## config.mk

```make
export PLATFORM = sky130hd
export DESIGN_NAME = grant_burst_mux
export DESIGN_NICKNAME = d
export VERILOG_FILES = /design/src/rtl/grant_burst_mux.sv
export SDC_FILE = /design/constraint.sdc
export NUM_CORES = 1
export LEC_CHECK = 0
export CAP_MARGIN = 20
export CORE_MARGIN = 3
export CORE_UTILIZATION = 26
export CTS_BUF_LIST = sky130_fd_sc_hd__clkbuf_2
export CTS_CLUSTER_SIZE = 16
export DETAILED_ROUTE_END_ITERATION = 10
export GPL_ROUTABILITY_DRIVEN = 0
export SLEW_MARGIN = 20
export SYNTH_ARGS = -nofsm -noshare
export SYNTH_HDL_FRONTEND = slang
export SYNTH_SLANG_ARGS = --single-unit
```

## constraint.sdc

```tcl
create_clock -name clock -period 1.79 [get_ports clock]
set_clock_uncertainty 0.05 [all_clocks]
set_input_delay 0.4475 -clock clock [delete_from_list [all_inputs] [get_ports clock]]
set_output_delay 0.4475 -clock clock [all_outputs]
set_load 0.02 [all_outputs]
```

## src/rtl/grant_burst_mux.sv

```systemverilog
// -----------------------------------------------------------------------------
// grant_burst_mux
//
// Purpose:
//   Sits behind a 2-requester arbiter. When a master is granted, this block
//   steers a fixed-length burst of BURST_LEN beats from that master onto one
//   shared valid/ready output port. It signals the end of the burst with
//   done_x so the master drops its request and releases the arbiter. It also
//   flags grant-protocol violations.
//
// Ports:
//   clock, reset_n         single clock; asynchronous active-low reset
//   gnt_0, gnt_1           grants from the arbiter (expected one-hot)
//   data_x, valid_x        per-master beat data / valid
//   ready_x                per-master ready; beat accepted on valid_x && ready_x
//   out_data, out_valid    shared output beat (registered, single entry)
//   out_ready              shared sink ready
//   done_0, done_1         burst complete for the owner (level while in DONE)
//   busy                   transfer in progress (state != IDLE)
//   abort_err              1-cycle pulse: owner's grant lost mid-burst
//   gnt_err                1-cycle pulse: both grants sampled high
// -----------------------------------------------------------------------------
module grant_burst_mux #(
    parameter int DATA_W    = 8,
    parameter int BURST_LEN = 4
) (
    input  logic              clock,
    input  logic              reset_n,
    input  logic              gnt_0,
    input  logic              gnt_1,
    input  logic [DATA_W-1:0] data_0,
    input  logic              valid_0,
    output logic              ready_0,
    input  logic [DATA_W-1:0] data_1,
    input  logic              valid_1,
    output logic              ready_1,
    output logic [DATA_W-1:0] out_data,
    output logic              out_valid,
    input  logic              out_ready,
    output logic              done_0,
    output logic              done_1,
    output logic              busy,
    output logic              abort_err,
    output logic              gnt_err
);

    localparam int CNT_W = $clog2(BURST_LEN + 1);
    localparam logic [CNT_W-1:0] LAST_BEAT = CNT_W'(BURST_LEN - 1);

    typedef enum logic [1:0] {
        ST_IDLE = 2'd0,
        ST_XFER = 2'd1,
        ST_DONE = 2'd2
    } state_t;

    state_t              r_state;
    logic                r_owner;
    logic [CNT_W-1:0]    r_beat_cnt;
    logic [DATA_W-1:0]   r_out_data;
    logic                r_out_valid;
    logic                r_abort_err;
    logic                r_gnt_err;

    logic                w_own_gnt;
    logic                w_own_valid;
    logic [DATA_W-1:0]   w_own_data;
    logic                w_both_gnt;
    logic                w_slot_free;
    logic                w_xfer;
    logic                w_accept;
    logic                w_last_accept;

    // Owner-side views of the two masters.
    assign w_own_gnt   = r_owner ? gnt_1   : gnt_0;
    assign w_own_valid = r_owner ? valid_1 : valid_0;
    assign w_own_data  = r_owner ? data_1  : data_0;
    assign w_both_gnt  = gnt_0 && gnt_1;

    // The single-entry output register can take a new beat if it is empty or
    // is being emptied this very cycle; this is what gives 1 beat/cycle.
    assign w_slot_free   = !r_out_valid || out_ready;
    assign w_xfer        = (r_state == ST_XFER);
    assign w_accept      = w_xfer && w_own_valid && w_slot_free;
    assign w_last_accept = w_accept && (r_beat_cnt == LAST_BEAT);

    assign ready_0   = w_xfer && !r_owner && w_slot_free;
    assign ready_1   = w_xfer &&  r_owner && w_slot_free;
    assign done_0    = (r_state == ST_DONE) && !r_owner;
    assign done_1    = (r_state == ST_DONE) &&  r_owner;
    assign busy      = (r_state != ST_IDLE);
    assign out_data  = r_out_data;
    assign out_valid = r_out_valid;
    assign abort_err = r_abort_err;
    assign gnt_err   = r_gnt_err;

    // NOTE: all state here uses non-blocking assignments so every register
    // samples pre-edge values; blocking assignments would make the result
    // depend on statement order and mismatch simulation against synthesis.
    always_ff @(posedge clock or negedge reset_n) begin
        if (!reset_n) begin
            r_state     <= ST_IDLE;
            r_owner     <= 1'b0;
            r_beat_cnt  <= '0;
            // NOTE: the data register is reset too, because out_data must read
            // 0 during reset; a datapath register that is only qualified by a
            // valid bit would normally be left without reset.
            r_out_data  <= '0;
            r_out_valid <= 1'b0;
            r_abort_err <= 1'b0;
            r_gnt_err   <= 1'b0;
        end else begin
            // Error flags are single-cycle pulses.
            r_abort_err <= 1'b0;
            r_gnt_err   <= 1'b0;

            // Output register: load on accept, otherwise drain on out_ready.
            // It runs in every state so a beat left over from an aborted or
            // finished burst still drains after the FSM has moved on.
            if (w_accept) begin
                r_out_data  <= w_own_data;
                r_out_valid <= 1'b1;
            end else if (out_ready) begin
                r_out_valid <= 1'b0;
            end

            case (r_state)
                ST_IDLE: begin
                    r_beat_cnt <= '0;
                    if (w_both_gnt) begin
                        r_gnt_err <= 1'b1;
                    end else if (gnt_0) begin
                        r_state <= ST_XFER;
                        r_owner <= 1'b0;
                    end else if (gnt_1) begin
                        r_state <= ST_XFER;
                        r_owner <= 1'b1;
                    end
                end

                ST_XFER: begin
                    // The last beat wins over a simultaneous grant loss: the
                    // burst is complete, and DONE waits for the grant to drop.
                    if (w_last_accept) begin
                        r_state    <= ST_DONE;
                        r_beat_cnt <= r_beat_cnt + CNT_W'(1);
                    end else if (!w_own_gnt || w_both_gnt) begin
                        // A non-final beat accepted on this same edge has
                        // already been handed over by the master, so it is
                        // kept in the output register and drains normally.
                        r_state    <= ST_IDLE;
                        r_beat_cnt <= '0;
                        if (w_both_gnt) begin
                            r_gnt_err <= 1'b1;
                        end else begin
                            r_abort_err <= 1'b1;
                        end
                    end else if (w_accept) begin
                        r_beat_cnt <= r_beat_cnt + CNT_W'(1);
                    end
                end

                ST_DONE: begin
                    // Holding here until the grant falls stops a stale grant
                    // from immediately starting a second burst.
                    if (!w_own_gnt && w_slot_free) begin
                        r_state    <= ST_IDLE;
                        r_beat_cnt <= '0;
                    end
                end

                default: begin
                    r_state    <= ST_IDLE;
                    r_beat_cnt <= '0;
                end
            endcase
        end
    end

endmodule
```

* After elaboration in Yosys (flattened, before gate mapping) *
Cells that the tools add are included.

word-level totals
  bits of input ports = 23
  word-level logic and storage cells = 67
  output and inout bits = 16
  register bits = 17

cells by class
  add/sub/neg operators = 1
  reduce and logical (&&, ||, !) cells = 23
  eq/ne operators = 8
  bitwise operators = 1
  multiplexer cells = 27

operators with widths
  operator                                              count
  two-way mux 1 bit                                     13
  two-way mux 2 bit                                     6
  two-way mux 3 bit                                     4
  logical AND 1 bit                                     11
  two-way mux 8 bit                                     1
  case mux 2 bit (3 select lines)                       1
  case mux 3 bit (2 select lines)                       1
  nonzero test 2 bit                                    3
  != test 4 x 1 -> 1 bit (second input constant)        1
  AND reduction 4 bit                                   1
  adder 3 x 1 -> 3 bit (second input constant)          1
  equality test 3 x 2 -> 1 bit (second input constant)  1
  zero test 1 bit                                       3
  != test 3 x 1 -> 1 bit (second input constant)        1
  != test 3 bit (second input constant)                 1
  AND reduction 3 bit                                   1
  equality test 2 x 1 -> 1 bit (second input constant)  1
  equality test 2 bit (second input constant)           1
  zero test 2 bit                                       1
  logical OR 1 bit                                      2
  != test 2 x 1 -> 1 bit (second input constant)        1
  != test 2 bit (second input constant)                 1
  case mux 1 bit (2 select lines)                       1
  AND reduction 2 bit                                   1
  NOT 1 bit                                             1

* Longest topological paths before layout *
  depth in word-level cells = 7
  depth in mapped cells = 7
  mapped depth without buffers = 5

* Worst setup path before layout *
OpenSTA, ideal clock, no wires.

  path type = register to output
  from = register r_owner
  to = output port done_1
  arrival = 1376 ps
  stages on the path, launching flop included = 4
  path slack = -84 ps
  required time = 1292 ps
  path buffers = 2
  path through = dfrtp_1 buf_4 clkbuf_1 nor3b_1

between the ends
  word-level cells in the longest chain between the ends = 1

ends and longest elaborated chain
  element                 RTL line  RTL
  start, declared         57        logic r_owner;
  start signal, assigned  102       r_owner <= 1'b0;
  start signal, assigned  133       r_owner <= 1'b0;
  start signal, assigned  136       r_owner <= 1'b1;
  logical AND 1 bit       89        assign done_1 = (r_state == ST_DONE) && r_owner;
  end, declared           41        output logic done_1,

Every way passes these cells.

* Final worst setup path *
  from = register r_state[0]
  to = output port ready_1

between the ends
  word-level cells in the longest chain between the ends = 3

ends and longest elaborated chain
  element                         RTL line  RTL
  start, declared                 56        state_t r_state;
  start signal, assigned          101       r_state <= ST_IDLE;
  start signal, assigned          132       r_state <= ST_XFER;
  start signal, assigned          135       r_state <= ST_XFER;
  equality test 2 x 1 -> 1 bit    82        assign w_xfer = (r_state == ST_XFER);
  logical AND 1 bit (2 in a row)  87        assign ready_1 = w_xfer && r_owner && w_slot_free;
  end, declared                   36        output logic ready_1,

Every way passes these cells.

==> results.json <==
{
  "status": "complete, no violations",
  "synth_fp_nets": 112,
  "final_cells": 185,
  "synth-adder-area-share_pct": 5.63,
  "worstPathRequired_ps": 1290,
  "grtUsageMet3_pct": 4.33,
  "worstSetupStartpointType": "register",
  "worstSetupEndpoint": "ready_1",
  "worstSetupStartpoint": "r_state[0]$_DFFE_PN0P_",
  "drtIter0Drc": 22,
  "clock-root-buffer": "clkbuf_2",
  "r2r_start": "r_owner$_DFFE_PN0P_",
  "final_cell_mix": "clkdlybuf4s50_1 (21), buf_4 (18), dfrtp_1 (16)",
  "drtPass1Iterations": 3,
  "vdd_drop_max_uv": 344,
  "power.density_nw_per_um2": 1210,
  "clock.fmax_ghz": 0.566,
  "wl_mm": 2.38,
  "finalSetupViolations": 0,
  "rows": 20,
  "slowest_stage": "dfrtp_1",
  "synthMuxAreaShare_pct": 12.5,
  "antenna_found_initial": 0,
  "grt_usage_pct": 12.0,
  "drc": 0,
  "postSynthCellCount": 85,
  "hold_viol_final": 0,
  "yosysSeqAreaShare_pct": 47.8,
  "synth_warnings": 0,
  "wl_per_cell_um": 12.9,
  "clkTransAtPathRegs_ps": 160,
  "syn_to_final_growth_pct": 73.6,
  "io_buffers": 38,
  "arrival_ps": 1270,
  "pre_cts_ws_ps": -501,
  "reg2reg_setup_slack_ps": 50,
  "post-route-period-util_pct": 98.7,
  "vias": 817,
  "synth_top_family_by_area": "simple AND/OR/NAND/NOR gates",
  "cts_buffers": 3,
  "htreeDepth": 1,
  "worst_pin_slew_ps": 261,
  "hold_class": "in -> async",
  "dp_cells": 177,
  "critPathMaxStageDelay_ps": 420,
  "grt_pass1_vias": 849,
  "min_period_ps": 1770,
  "syn_area_um2": 890,
  "rr_worst_depth": 6,
  "drive_gt1_share_pct": 31.2,
  "slew_viol_final": 0,
  "use_met1_pct": 14.1,
  "rsz0062_at_grt": "true",
  "end_kind": "output port",
  "cp_top_family": "flip-flops",
  "start_util_pct": 28.2,
  "cts_buffer_depth": 2,
  "critPathMaxFanout": 3,
  "dp_hpwl_mm": 1.83,
  "synth_xor_area_share_pct": 0,
  "setup_ws_ps": 22.4,
  "coreArea_um2": 3150,
  "relSlewSlack_pct": 82.1,
  "cts_sinks": 17,
  "p_leak_nw": 0.823,
  "cp.depth": 4,
  "n_antenna_cell": 0,
  "fin_nets": 169,
  "avgSynthCellArea_um2": 10.5,
  "busiest_layer": "met2",
  "gr-total-overflow": 0,
  "worstSetupPathType": "reg -> out",
  "grt_pass1_wl_mm": 3.87,
  "final_common_cell": "clkdlybuf4s50_1",
  "die_area_um2": 4160,
  "ant_nets": 0,
  "cp_common_cell": "buf_6",
  "grt_max_degree": 18,
  "ys_ff_latch": 17,
  "grt_util_met2_pct": 20.4,
  "synth_compound_area_share_pct": 13.5,
  "post_drt_via_cell_ratio": 4.42,
  "die_h_um": 64.5,
  "ios": 39,
  "critPathBufInv": 2,
  "worstPathCellList": "buf_6, nor2b_2, and3_4, buf_6",
  "yosys.area_share.simple_pct": 14.6,
  "drv_cap": 0,
  "die_x_um": 64.5,
  "insertion_delay_ps": 290,
  "ys_types": 26,
  "tritoncts": "yes",
  "rr_endpoint": "r_beat_cnt[0]$_DFFE_PN0P_"
}
metrics by stage:
step	hold slack, ps	setup TNS [ps]	total power [mW]	instance area (µm²)	util [%]
finish	407	0	1.87	1540	49.0
global route	385	-84.2	2.00	1540	49.0
CTS	400	0	1.78	1440	45.7
detailed placement	420	-3490	1.59	1410	44.6
global placement	416	-3300	1.58	1410	44.6
floorplan	102	0	1.12	895	-
state kept, by name, summed over array words and instances (netlist names):
signal,count
r_state,2
gnt_err,1
abort_err,1
out_valid,1
r_owner,1
out_data,8
r_beat_cnt,3
report_power, final:
group          total [mW]  switching [mW]  leakage, nW  internal (mW)
clock network       0.168           0.118       0.0164         0.0506
registers           0.586          0.0792        0.216          0.507
logic                1.11           0.544        0.591          0.570
repair_timing:
action	in CTS	in global routing
resized for setup	37	24
buffers inserted	2	2
endpoints found under the setup margin	21	21
pin swaps	1	2
hold buffers	0	0
gates cloned	0	0
final cells by class:
| class | instances | area, µm² |
|---|---|---|
| Fill cell | 313 | 1610 |
| Clock buffer | 3 | 15.0 |
| Sequential cell | 17 | 427 |
| Tap cell | 44 | 55.1 |
| Timing Repair Buffer | 56 | 532 |
| Multi-Input combinational cell | 58 | 485 |
| Inverter | 6 | 25.0 |
| Clock inverter | 1 | 5.00 |
worst min-delay path by stage:
stage | from | endpoint | slack (ps) | cells after the start
finish | reset_n | abort_err$_DFF_PN0_ | 410 | 2
global route | reset_n | out_data[1]$_DFFE_PN0P_ | 380 | 2
CTS | reset_n | abort_err$_DFF_PN0_ | 400 | 2
detailed placement | out_data[5]$_DFFE_PN0P_ | out_data[5]$_DFFE_PN0P_ | 420 | 2
floorplan | reset_n | abort_err$_DFF_PN0_ | 100 | 0
global placement | out_data[6]$_DFFE_PN0P_ | out_data[6]$_DFFE_PN0P_ | 420 | 2
Yosys cell counts, drive strengths merged:
library cell  instances  area share, %
dfrtp                17             48
nand2                11            4.6
mux2i                10             11
o21ai                10            6.5
inv                   6            2.5
ha                    4            5.6
and3                  3            2.1
buf                   3            3.0
nor3                  3            1.7
a21oi                 2            2.4
a22o                  2            2.0
nand2b                2            1.4
nor2b                 2            1.4
or3                   2            1.4
a211o                 1           0.98
a31oi                 1           0.70
and2                  1           0.70
clkbuf                1           0.42
mux2                  1            1.3
nor2                  1           0.42
nor3b                 1           0.84
o32ai                 1           0.98
metal layers:
metal  wire, µm  up-vias
met5          0        -
met1       1060      385
met3        177        2
li1           -      404
met2       1130       26
met4         12        0
kinds of logic after synthesis:
group                      after synthesis
AOI/OAI and AO/OA                       17
adders and majority gates                4
buffers and inverters                   10
DFF                                     17
muxes                                   11
and+or+nand+nor                         26
No activity file was read; power rests on OpenSTA's default activity.
